===== src/rtl/hazard_sb_if.sv =====
// hazard_sb_if: bundles the decode-side hazard query, producer-stage status,
// mult/div scoreboard control and the hazard unit's responses.
//   master : pipeline side, drives decode/stage/MD/flush/perf inputs
//   slave  : hazard unit, returns forward selects, stall, md_busy, stall_cnt
interface hazard_sb_if #(
  parameter int NSTG = 3,
  parameter int AW   = 5,
  parameter int CNTW = 32
);
  localparam int FW = $clog2(NSTG + 1);

  logic               ds_use_rs;
  logic [AW-1:0]      ds_rs_addr;
  logic               ds_use_rt;
  logic [AW-1:0]      ds_rt_addr;
  logic               ds_hilo_rd;
  logic               ds_md_op;
  logic [NSTG-1:0]    st_write_reg;
  logic [NSTG*AW-1:0] st_reg_dest;
  logic [NSTG-1:0]    st_data_ok;
  logic [NSTG-1:0]    st_ex;
  logic               md_start;
  logic               md_is_div;
  logic               flush;
  logic               perf_clr;
  logic [FW-1:0]      forward_rs;
  logic [FW-1:0]      forward_rt;
  logic               stall_d;
  logic               md_busy;
  logic [CNTW-1:0]    stall_cnt;

  modport master (
    output ds_use_rs, ds_rs_addr, ds_use_rt, ds_rt_addr, ds_hilo_rd, ds_md_op,
           st_write_reg, st_reg_dest, st_data_ok, st_ex,
           md_start, md_is_div, flush, perf_clr,
    input  forward_rs, forward_rt, stall_d, md_busy, stall_cnt
  );

  modport slave (
    input  ds_use_rs, ds_rs_addr, ds_use_rt, ds_rt_addr, ds_hilo_rd, ds_md_op,
           st_write_reg, st_reg_dest, st_data_ok, st_ex,
           md_start, md_is_div, flush, perf_clr,
    output forward_rs, forward_rt, stall_d, md_busy, stall_cnt
  );
endinterface


===== src/rtl/hazard_sb.sv =====
// hazard_sb: hazard/forwarding unit for the in-order MIPS pipeline.
// Compares decode source registers against NSTG producer stages (0 = EXE,
// NSTG-1 = WB), picks a bypass source or requests a decode stall, tracks a
// mult/div busy scoreboard for HI/LO hazards and counts stall cycles.
// Ports:
//   clk   : clock, all state on the rising edge
//   reset : synchronous, active-high
//   hz    : hazard_sb_if.slave (decode query, stage status, MD control,
//           forward_rs/forward_rt, stall_d, md_busy, stall_cnt)
module hazard_sb #(
  parameter int NSTG    = 3,
  parameter int AW      = 5,
  parameter bit FWD_EN  = 1'b1,
  parameter int MUL_LAT = 2,
  parameter int DIV_LAT = 33,
  parameter int CNTW    = 32
) (
  input  logic        clk,
  input  logic        reset,
  hazard_sb_if.slave  hz
);
  localparam int FW = $clog2(NSTG + 1);
  localparam int MW = $clog2(DIV_LAT + 1);

  logic [NSTG-1:0] match_rs, match_rt;
  logic [FW-1:0]   fwd_rs, fwd_rt;
  logic            raw_rs, raw_rt;
  logic            md_stall;
  logic            stall;
  logic [MW-1:0]   mdc;

  always_comb begin
    match_rs = '0;
    match_rt = '0;
    for (int i = 0; i < NSTG; i++) begin
      match_rs[i] = hz.ds_use_rs && (hz.ds_rs_addr != '0) && hz.st_write_reg[i]
                    && (hz.st_reg_dest[i*AW +: AW] == hz.ds_rs_addr);
      match_rt[i] = hz.ds_use_rt && (hz.ds_rt_addr != '0) && hz.st_write_reg[i]
                    && (hz.st_reg_dest[i*AW +: AW] == hz.ds_rt_addr);
    end
  end

  // Walk oldest to youngest so the youngest match is the last one written.
  always_comb begin
    fwd_rs = '0;
    fwd_rt = '0;
    raw_rs = 1'b0;
    raw_rt = 1'b0;
    if (FWD_EN) begin
      for (int i = NSTG - 1; i >= 0; i--) begin
        if (match_rs[i]) begin
          fwd_rs = hz.st_data_ok[i] ? FW'(NSTG - i) : '0;
          raw_rs = !hz.st_data_ok[i];
        end
        if (match_rt[i]) begin
          fwd_rt = hz.st_data_ok[i] ? FW'(NSTG - i) : '0;
          raw_rt = !hz.st_data_ok[i];
        end
      end
    end else begin
      raw_rs = |match_rs;
      raw_rt = |match_rt;
    end
  end

  assign md_stall = (hz.ds_hilo_rd || hz.ds_md_op) && (mdc != '0);
  // An in-flight exception will flush decode anyway, so never hold it.
  assign stall    = !(|hz.st_ex) && (raw_rs || raw_rt || md_stall);

  assign hz.forward_rs = fwd_rs;
  assign hz.forward_rt = fwd_rt;
  assign hz.stall_d    = stall;
  assign hz.md_busy    = (mdc != '0);

  always_ff @(posedge clk) begin
    if (reset || hz.flush) begin
      mdc <= '0;
    end else if (hz.md_start) begin
      mdc <= hz.md_is_div ? MW'(DIV_LAT) : MW'(MUL_LAT);
    end else if (mdc != '0) begin
      mdc <= mdc - 1'b1;
    end
  end

  always_ff @(posedge clk) begin
    if (reset || hz.perf_clr) begin
      hz.stall_cnt <= '0;
    end else if (stall && (hz.stall_cnt != {CNTW{1'b1}})) begin
      hz.stall_cnt <= hz.stall_cnt + 1'b1;
    end
  end
endmodule


===== src/flat_wrapper.sv =====
// flat-port wrapper written by rule: the top's interface ports become plain ports
module hazard_sb_flat 
#(
  parameter int NSTG    = 3,
  parameter int AW      = 5,
  parameter bit FWD_EN  = 1'b1,
  parameter int MUL_LAT = 2,
  parameter int DIV_LAT = 33,
  parameter int CNTW    = 32
)
  (clk, reset, hz_ds_use_rs, hz_ds_rs_addr, hz_ds_use_rt, hz_ds_rt_addr, hz_ds_hilo_rd, hz_ds_md_op, hz_st_write_reg, hz_st_reg_dest, hz_st_data_ok, hz_st_ex, hz_md_start, hz_md_is_div, hz_flush, hz_perf_clr, hz_forward_rs, hz_forward_rt, hz_stall_d, hz_md_busy, hz_stall_cnt);
  hazard_sb_if #(.NSTG(NSTG), .AW(AW), .CNTW(CNTW)) hz_i ();
  input  logic clk;
  input  logic reset;
  input wire logic [$bits(hz_i.ds_use_rs)-1:0] hz_ds_use_rs;
  input wire logic [$bits(hz_i.ds_rs_addr)-1:0] hz_ds_rs_addr;
  input wire logic [$bits(hz_i.ds_use_rt)-1:0] hz_ds_use_rt;
  input wire logic [$bits(hz_i.ds_rt_addr)-1:0] hz_ds_rt_addr;
  input wire logic [$bits(hz_i.ds_hilo_rd)-1:0] hz_ds_hilo_rd;
  input wire logic [$bits(hz_i.ds_md_op)-1:0] hz_ds_md_op;
  input wire logic [$bits(hz_i.st_write_reg)-1:0] hz_st_write_reg;
  input wire logic [$bits(hz_i.st_reg_dest)-1:0] hz_st_reg_dest;
  input wire logic [$bits(hz_i.st_data_ok)-1:0] hz_st_data_ok;
  input wire logic [$bits(hz_i.st_ex)-1:0] hz_st_ex;
  input wire logic [$bits(hz_i.md_start)-1:0] hz_md_start;
  input wire logic [$bits(hz_i.md_is_div)-1:0] hz_md_is_div;
  input wire logic [$bits(hz_i.flush)-1:0] hz_flush;
  input wire logic [$bits(hz_i.perf_clr)-1:0] hz_perf_clr;
  output wire logic [$bits(hz_i.forward_rs)-1:0] hz_forward_rs;
  output wire logic [$bits(hz_i.forward_rt)-1:0] hz_forward_rt;
  output wire logic [$bits(hz_i.stall_d)-1:0] hz_stall_d;
  output wire logic [$bits(hz_i.md_busy)-1:0] hz_md_busy;
  output wire logic [$bits(hz_i.stall_cnt)-1:0] hz_stall_cnt;
  assign hz_i.ds_use_rs = hz_ds_use_rs;
  assign hz_i.ds_rs_addr = hz_ds_rs_addr;
  assign hz_i.ds_use_rt = hz_ds_use_rt;
  assign hz_i.ds_rt_addr = hz_ds_rt_addr;
  assign hz_i.ds_hilo_rd = hz_ds_hilo_rd;
  assign hz_i.ds_md_op = hz_ds_md_op;
  assign hz_i.st_write_reg = hz_st_write_reg;
  assign hz_i.st_reg_dest = hz_st_reg_dest;
  assign hz_i.st_data_ok = hz_st_data_ok;
  assign hz_i.st_ex = hz_st_ex;
  assign hz_i.md_start = hz_md_start;
  assign hz_i.md_is_div = hz_md_is_div;
  assign hz_i.flush = hz_flush;
  assign hz_i.perf_clr = hz_perf_clr;
  assign hz_forward_rs = hz_i.forward_rs;
  assign hz_forward_rt = hz_i.forward_rt;
  assign hz_stall_d = hz_i.stall_d;
  assign hz_md_busy = hz_i.md_busy;
  assign hz_stall_cnt = hz_i.stall_cnt;
  hazard_sb #(.NSTG(NSTG), .AW(AW), .FWD_EN(FWD_EN), .MUL_LAT(MUL_LAT), .DIV_LAT(DIV_LAT), .CNTW(CNTW)) u_core (.clk(clk), .reset(reset), .hz(hz_i));
endmodule

===== config.mk =====
export PLATFORM = sky130hd
export DESIGN_NAME = hazard_sb_flat
export DESIGN_NICKNAME = d
export VERILOG_FILES = /design/src/rtl/hazard_sb_if.sv /design/src/rtl/hazard_sb.sv /design/src/flat_wrapper.sv
export SDC_FILE = /design/constraint.sdc
export NUM_CORES = 1
export LEC_CHECK = 0
export ABC_AREA = 1
export BUFFER_PORTS_ARGS = -buffer_cell sky130_fd_sc_hd__buf_2
export CAP_MARGIN = 20
export CORE_ASPECT_RATIO = 1.75
export CORE_MARGIN = 1
export CORE_UTILIZATION = 59
export DETAILED_ROUTE_END_ITERATION = 8
export GPL_TIMING_DRIVEN = 0
export HOLD_SLACK_MARGIN = 0.02
export PLACE_DENSITY_LB_ADDON = 0.12
export REMOVE_ABC_BUFFERS = 1
export SYNTH_ARGS = -nofsm -noshare
export SYNTH_HDL_FRONTEND = slang
export SYNTH_SLANG_ARGS = --single-unit

===== constraint.sdc =====
create_clock -name clk -period 6.2 [get_ports clk]
set_clock_uncertainty 0.15 [all_clocks]
set_input_delay 1.24 -clock clk [delete_from_list [all_inputs] [get_ports clk]]
set_output_delay 1.24 -clock clk [all_outputs]
set_load 0.02 [all_outputs]

==> impl_metrics.tcl, run 1 <==
set metrics [dict create \
    outcome "complete, no violations" \
    drive_gt1_share_pct 18.97 \
    max_freq_ghz 0.2101 \
    final_util_pct 70.55 \
    die_area_um2 6023 \
    fin_crit_ps 4759 \
    clockBufferDepth 2 \
    crit_slowest_cell "nand3_2" \
    cap_violations 0 \
    clock-root-buffer "clkbuf_8" \
    fp.dieH_um 101.9 \
    htree_levels 2 \
    maxSlewHeadroom_pct 38.40 \
    nNetsFinal 704 \
    avgSynthCellArea_um2 5.783 \
    cp.arrival_ps 3370 \
    r2r_start "u_core.mdc[0]" \
    cts_inserted_buffers 5 \
    p_leak_nw 1.959 \
    setup_viol_count_final 0 \
    grt_pass1_wl_um 16050 \
    hp-start "u_core.mdc[1]" \
    setup.worst_path.start "hz_st_reg_dest[0]" \
    place_hpwl_um 8197 \
    seq_area_um2 760.7 \
    core_region_area_um2 5540 \
    cts_resized 0 \
    area_growth_pct 16.13 \
    worstPathCellList "buf_2 -> inv_1 -> nor2_1 -> nor3_1 -> nand2_1 -> nor2_1 -> nand3_1 -> nand3_1 -> nand3_2 -> nand2_1 -> inv_1 -> buf_2" \
    die_w_um 59.10 \
    diodes 0 \
    rows 36 \
    ys_seq_elements 38 \
    cts.sinks 38 \
    syn_inst 582 \
    ir_drop_mv 0.1247 \
    yosysTopAreaCell "dfxtp_1" \
    ys_top_cells_by_area "dfxtp_1 (23%), nand2_1 (20%), nand4_1 (9.9%)" \
    drtIter0Drc 277 \
    dp_cells 727 \
    end_kind "output pin" \
    worstSkewPairLatency_ps 300 \
    worst_pin_slew_ps 918.4 \
    setup_slack_ps 1441 \
    critPathMaxFanout 41 \
    hold_buffers 0 \
    period_share_pct 76.75 \
    start_kind "primary input" \
    multi_input_comb_area_um2 2230 \
    wl_um 10460 \
    hp-class "reg -> reg" \
    viasPerCell 5.595 \
    gp_congestion 1.001 \
    routedWlPerCell_um 14.24 \
    final_cell_mix "nand2_1 (179), buf_2 (81), nor2_1 (78), inv_1 (72), nand4_1 (53)" \
    clk_pin_slew_ps 70 \
    cts_setup_buffers 0 \
    rrSetupSlack_ps 3100 \
    final_common_cell "nand2_1" \
    ioPinCount 82 \
    netlist_area_um2 3366 \
    yosysSeqAreaShare_pct 22.60 \
    grt_pass1_vias 3657 \
    initial_core_util_pct 60.75 \
    cpPeakStageDelay_ps 670 \
    vias 4112 \
    synth_cell_types 32 \
    power_mw 0.5560 \
    tritoncts "built" \
    rsz0062_at_grt "false" \
    ant_nets 0 \
    required_ps 4810 \
    fillCellCount 560 \
    grt_max_degree 42 \
    crit_type "in -> out" \
    ys.warnings.count 0 \
    drv_slew 0 \
    drc 0 \
    drtPass1Iterations 5 \
    io_buffers 81 \
    place_worst_setup_slack_ps 1435 \
    synth_top_area_share_pct 22.60 \
    layout.cells.non_filler 735 \
    grt_usage_pct 34.90 \
    p_per_area_nw_per_um2 142.2 \
    hold_viol_final 0 \
    grt_overflow_total 0 \
    antenna_found_initial 0 \
]
-- final cells by class --
class / count / share of cell area, %
well taps: 76 / 2.433
clock inverters: 1 / 0.1280
repair buffers: 83 / 11.04
multi-input cells: 450 / 57.04
inverters: 80 / 7.682
clock buffers: 7 / 2.209
flip-flops and latches: 38 / 19.46
-- per-stage QoR --
stage                     hold slack [ps]  cell area [µm²]  setup TNS, ps
after floorplan                     311.7             3286              0
after global placement              333.1             3786         -76.17
after detailed placement            341.6             3817              0
after CTS                           353.6             3909              0
after global routing                373.9             3909              0
final                               348.5             3909              0
-- worst max-delay path, delay by kind of cell --
family	cells	cell delay, ps
buf+inv	4	380
simple gates	8	1730
-- cells in the mapped netlist (all sizes together) --
library cell  number
nand2            190
nor2              81
inv               79
nand4             53
nand3             39
dfxtp             38
a21oi             26
nor3              17
xor2              16
clkbuf             8
o21ai              8
xnor2              8
buf                6
a21boi             3
nor4               3
a211oi             2
ha                 2
nand3b             2
clkinv             1
-- state kept, by name (all words and copies together) (netlist names) --
| signal | cells |
|---|---|
| u_core.hz.stall_cnt | 32 |
| u_core.mdc | 6 |
-- cells by family (layout without fill, tap and decap cells) --
| kind of cell | after synthesis | count (layout) | synth area share, % |
|---|---|---|---|
| AO/OA/AOI/OAI | 39 | 39 | 7.063 |
| buffers and inverters | 94 | 171 | 11.30 |
| XOR/XNOR | 24 | 24 | 6.245 |
| adder cells (fa/ha/maj) | 2 | 2 | 0.7434 |
| flip-flops | 38 | 38 | 22.60 |
| AND/OR/NAND/NOR | 385 | 385 | 52.04 |
-- power breakdown --
| part | leakage, nW | switching (mW) | internal [mW] | total (mW) |
|---|---|---|---|---|
| Combinational | 1.60 | 0.0887 | 0.0387 | 0.127 |
| Sequential | 0.307 | 0.00240 | 0.246 | 0.249 |
| Clock | 0.0482 | 0.0900 | 0.0898 | 0.180 |
| Total | 1.96 | 0.181 | 0.375 | 0.556 |
-- final timing paths --
path                            cells after the start                endpoint
worst max-delay path                               12              hz_stall_d
worst min-delay path                                2           u_core.mdc[1]
worst max register to register                     10  u_core.hz.stall_cnt[5]
worst min register to register                      2           u_core.mdc[1]
-- metal layers --
metal | vias up | part of all wire (%) | GRT usage, %
met5 | - | 0 | 0
met4 | 0 | 3.8 | 17.95
li1 | 2031 | - | -
met1 | 1878 | 36 | 33.87
met2 | 172 | 55 | 68.62
met3 | 31 | 5.1 | 4.430
Power figures use the tool's default switching activity.
==> run 2, diff against run 1 <==
--- a/config.mk
+++ b/config.mk
@@ -10,7 +10,7 @@
 export CAP_MARGIN = 20
 export CORE_ASPECT_RATIO = 1.75
 export CORE_MARGIN = 1
-export CORE_UTILIZATION = 59
+export CORE_UTILIZATION = 49
 export DETAILED_ROUTE_END_ITERATION = 8
 export GPL_TIMING_DRIVEN = 0
 export HOLD_SLACK_MARGIN = 0.02
==> constraint.sdc (replaced) <==
create_clock -name clk -period 4.1 [get_ports clk]
set_clock_uncertainty 0.15 [all_clocks]
set_input_delay 0.82 -clock clk [delete_from_list [all_inputs] [get_ports clk]]
set_output_delay 0.82 -clock clk [all_outputs]
set_load 0.02 [all_outputs]
==> impl_metrics.tcl, run 2 (same netlist as run 1, synthesis figures left out) <==
set metrics [dict create \
    outcome "complete, no violations" \
    wl_met1_um 3823 \
    wl_um 10690 \
    clock-root-buffer "clkbuf_16" \
    cp.arrival_ps 2740 \
    seq_area_um2 760.7 \
    rows 39 \
    worstSkewPairLatency_ps 290 \
    met2WireLength_um 5774 \
    routedWlPerCell_um 14.42 \
    hold_path_depth 1 \
    end_kind "output pin" \
    viasPerCell 5.530 \
    rsz0062_at_grt "false" \
    hold_buffers 0 \
    ioPinCount 82 \
    reg.largest.list "u_core.hz.stall_cnt x32, u_core.mdc x6" \
    grt_overflow_total 0 \
    grt_pass1_vias 3885 \
    antenna_found_initial 0 \
    drtIter0Drc 216 \
    drive_gt1_share_pct 18.97 \
    cap_violations 0 \
    grt_usage_pct 30.41 \
    maxSlewHeadroom_pct 38.65 \
    drc 0 \
    clockBufferDepth 2 \
    place_hpwl_um 8391 \
    required_ps 3130 \
    ant_nets 0 \
    r2r_cells 10 \
    ir_drop_mv 0.1437 \
    io_buffers 81 \
    start_kind "primary input" \
    rrSetupSlack_ps 1360 \
    drv_slew 0 \
    critPathMaxFanout 41 \
    diodes 0 \
    layout.cells.non_filler 741 \
    core_region_area_um2 6588 \
    cts_setup_buffers 0 \
    vias 4098 \
    fin_crit_ps 3714 \
    hold_ws_ps 349.8 \
    r2r-end "u_core.hz.stall_cnt[9]" \
    grt_max_degree 42 \
    grt_pass1_wl_um 17060 \
    area_growth_pct 18.14 \
    gp_congestion 0.9430 \
    power_mw 0.9635 \
    max_freq_ghz 0.2693 \
    cts_inserted_buffers 5 \
    crit_type "in -> out" \
    regMostFlops "u_core.hz.stall_cnt" \
    period_share_pct 90.58 \
    fin_setup_tns_ps 0 \
    setup_viol_count_final 0 \
    initial_core_util_pct 51.09 \
    clk_pin_slew_ps 60 \
    cts.sinks 38 \
    p_per_area_nw_per_um2 242.3 \
    hold_viol_final 0 \
    drtPass1Iterations 5 \
    final_common_cell "nand2_1" \
    wl_met3_um 346 \
    holdPathEnd "u_core.mdc[3]" \
    die_w_um 64.65 \
    fp.dieH_um 111.6 \
    multi_input_comb_area_um2 2237 \
    fillCellCount 691 \
    hp-class "reg -> reg" \
    top_layer "met4" \
    dp_cells 733 \
    worst_pin_slew_ps 914.6 \
    die_area_um2 7218 \
    largest_reg_flops 32 \
    nNetsFinal 704 \
    tritoncts "built" \
    p_leak_nw 1.985 \
    hp-start "u_core.mdc[3]" \
    htree_levels 2 \
    final_util_pct 60.36 \
    r2r_start "u_core.mdc[0]" \
    final_cell_mix "nand2_1 (179), buf_2 (81), nor2_1 (78), inv_1 (72), nand4_1 (53)" \
]
[run 2: final cells by class]
type | instances | share of cell area, %
clock buffer | 7 | 3.587
clock inverter | 1 | 0.1259
inverter | 80 | 7.552
multi-input combinational | 450 | 56.26
sequential | 38 | 19.13
tap | 82 | 2.580
timing repair buffer | 83 | 10.76
[run 2: where the power goes]
group	internal [mW]	switching, mW
registers	0.373	0.00342
logic	0.0594	0.135
clock network	0.241	0.152
total	0.674	0.290
[run 2: worst max-delay path by stage]
stage | endpoint | slack [ps] | from | depth (start not counted)
after floorplan | hz_stall_d | -290 | hz_st_ex[1] | 3
after global placement | u_core.hz.stall_cnt[1] | -1680 | hz_st_ex[1] | 5
after detailed placement | hz_stall_d | 120 | hz_ds_rt_addr[4] | 13
after CTS | hz_stall_d | 120 | hz_ds_rt_addr[4] | 13
after global routing | hz_stall_d | 150 | hz_ds_rt_addr[4] | 13
final | hz_stall_d | 390 | hz_ds_rt_addr[4] | 13
[run 2: critical path, cell delays in order]
cell	delay, ps
buf_2	120
inv_1	110
nand2_1	80
nand2_1	50
nor2_1	110
nand2_1	60
nor2_1	250
nand4_1	190
nand3_1	180
nand3_4	400
nand2_1	170
inv_1	40
buf_2	150
[run 2: what timing repair did]
action | CTS | global route
resized for setup | 0 | 1
endpoints found under the hold margin | 0 | 0
setup endpoints to repair | 0 | 1
[run 2: layer usage]
layer	track usage, %	vias up
met2	58.18	137
met1	28.09	1877
met4	22.22	0
met3	3.586	45
li1	-	2039
met5	0	-
[run 2: metrics by stage]
step / setup WS, ps / cell area (µm²)
5_1_grt: 153.5 / 3976
4_1_cts: 118.4 / 3969
3_5_place_dp: 123.0 / 3821
6_report: 386.3 / 3976
3_3_place_gp: -1679 / 3794
2_1_floorplan: -288.3 / 3286
==> run 3, diff against run 2 <==
--- a/config.mk
+++ b/config.mk
@@ -14,7 +14,7 @@
 export DETAILED_ROUTE_END_ITERATION = 8
 export GPL_TIMING_DRIVEN = 0
 export HOLD_SLACK_MARGIN = 0.02
-export PLACE_DENSITY_LB_ADDON = 0.12
+export PLACE_DENSITY_LB_ADDON = 0.05
 export REMOVE_ABC_BUFFERS = 1
 export SYNTH_ARGS = -nofsm -noshare
 export SYNTH_HDL_FRONTEND = slang
==> impl_metrics.tcl, run 3 (same netlist as run 1, synthesis figures left out) <==
set metrics [dict create \
    start_kind "primary input" \
    end_kind "output pin" \
    place_hpwl_um 7994 \
    routedWlPerCell_um 13.45 \
    power_mw 0.9573 \
    final_cell_mix "nand2_1 (179), buf_2 (81), nor2_1 (78), inv_1 (72), nand4_1 (53)" \
    clk_pin_slew_ps 50 \
    ioPinCount 82 \
    fin_setup_tns_ps 0 \
    regMostFlops "u_core.hz.stall_cnt" \
    clockBufferDepth 2 \
    clock-root-buffer "clkbuf_16" \
    largest_reg_flops 32 \
    final_common_cell "nand2_1" \
    io_buffers 81 \
    critPathMaxFanout 41 \
    setup_viol_count_final 0 \
    initial_core_util_pct 51.09 \
    diodes 0 \
    hold_viol_final 0 \
    dp_cells 733 \
    cts.sinks 38 \
    place_worst_setup_slack_ps 209.8 \
    drtIter0Drc 192 \
    worstSkewPairLatency_ps 280 \
    tritoncts "built" \
    post-route-cell-area_um2 3976 \
    maxSlewHeadroom_pct 37.61 \
    setup_slack_ps 468.2 \
    nNetsFinal 704 \
    cap_violations 0 \
    outcome "complete, no violations" \
    vias 3996 \
    wl_um 9967 \
    crit_type "in -> out" \
    rows 39 \
    dpl_cell_area_um2 3821 \
    final_util_pct 60.36 \
    reg.largest.list "u_core.hz.stall_cnt x32, u_core.mdc x6" \
    ant_nets 0 \
    cp.arrival_ps 2660 \
    die_w_um 64.65 \
    period_share_pct 88.58 \
    grt_pass1_vias 3733 \
    grt_pass1_wl_um 16640 \
    ir_drop_mv 0.1943 \
    hp-class "reg -> reg" \
    drv_slew 0 \
    fp.dieH_um 111.6 \
    required_ps 3130 \
    max_freq_ghz 0.2753 \
    hold_ws_ps 347.2 \
    p_leak_nw 1.985 \
    worst_pin_slew_ps 930.8 \
    core_region_area_um2 6588 \
    area_growth_pct 18.14 \
    drc 0 \
    fin_crit_ps 3632 \
    p_per_area_nw_per_um2 240.8 \
    grt_overflow_total 0 \
    die_area_um2 7218 \
    hold_buffers 0 \
    layout.cells.non_filler 741 \
    grt_max_degree 42 \
    drtPass1Iterations 5 \
    antenna_found_initial 0 \
    cts_inserted_buffers 5 \
    drive_gt1_share_pct 18.97 \
    viasPerCell 5.393 \
    gp_congestion 0.9558 \
    htree_levels 2 \
    grt_usage_pct 28.91 \
    rsz0062_at_grt "false" \
]
[run 3: cell counts in the layout (fill, tap and decap cells not counted)]
No cell type changed its count.
[run 3: worst paths after layout]
check | startpoint | end | slack [ps] | cells past startpoint
max reg2reg | u_core.mdc[0] | u_core.hz.stall_cnt[4] | 1450 | 10
max | hz_st_reg_dest[0] | hz_stall_d | 470 | 12
min | u_core.mdc[2] | u_core.mdc[2] | 350 | 1
min reg2reg | u_core.mdc[2] | u_core.mdc[2] | 350 | 1
[run 3: layer usage]
metal,vias to the layer above,track usage [%],wire [µm]
met5,-,0,0
met2,114,53.40,5361
li1,2034,-,-
met1,1822,30.77,3847
met3,26,4.303,391
met4,0,14.22,367
[run 3: final cells by class]
cell class,instances,area [µm²]
Fill cell,712,2611
Multi-Input combinational cell,450,2237
Sequential cell,38,760.7
Timing Repair Buffer,83,427.9
Inverter,80,300.3
Clock buffer,7,142.6
Tap cell,82,102.6
Clock inverter,1,5.005
[run 3: worst max-delay path, stage by stage]
cell	delay, ps
buf_2	100
inv_1	80
nor2_1	80
nor3_1	330
nand2_1	100
nor2_1	100
nand3_1	110
nand3_1	150
nand3_4	390
nand2_1	200
inv_1	50
buf_2	150
[run 3: what timing repair did]
| item | 4_1_cts | 5_1_grt |
|---|---|---|
| buffers inserted | 0 | 0 |
| setup endpoints to repair | 0 | 1 |
| resized for setup | 0 | 1 |
[run 3: where the power goes]
| group | switching, mW | leakage (nW) | internal, mW | total [mW] |
|---|---|---|---|---|
| Sequential | 0.00357 | 0.307 | 0.373 | 0.377 |
| Combinational | 0.132 | 1.60 | 0.0596 | 0.191 |
| Clock | 0.148 | 0.0739 | 0.241 | 0.389 |
| Total | 0.283 | 1.99 | 0.674 | 0.957 |
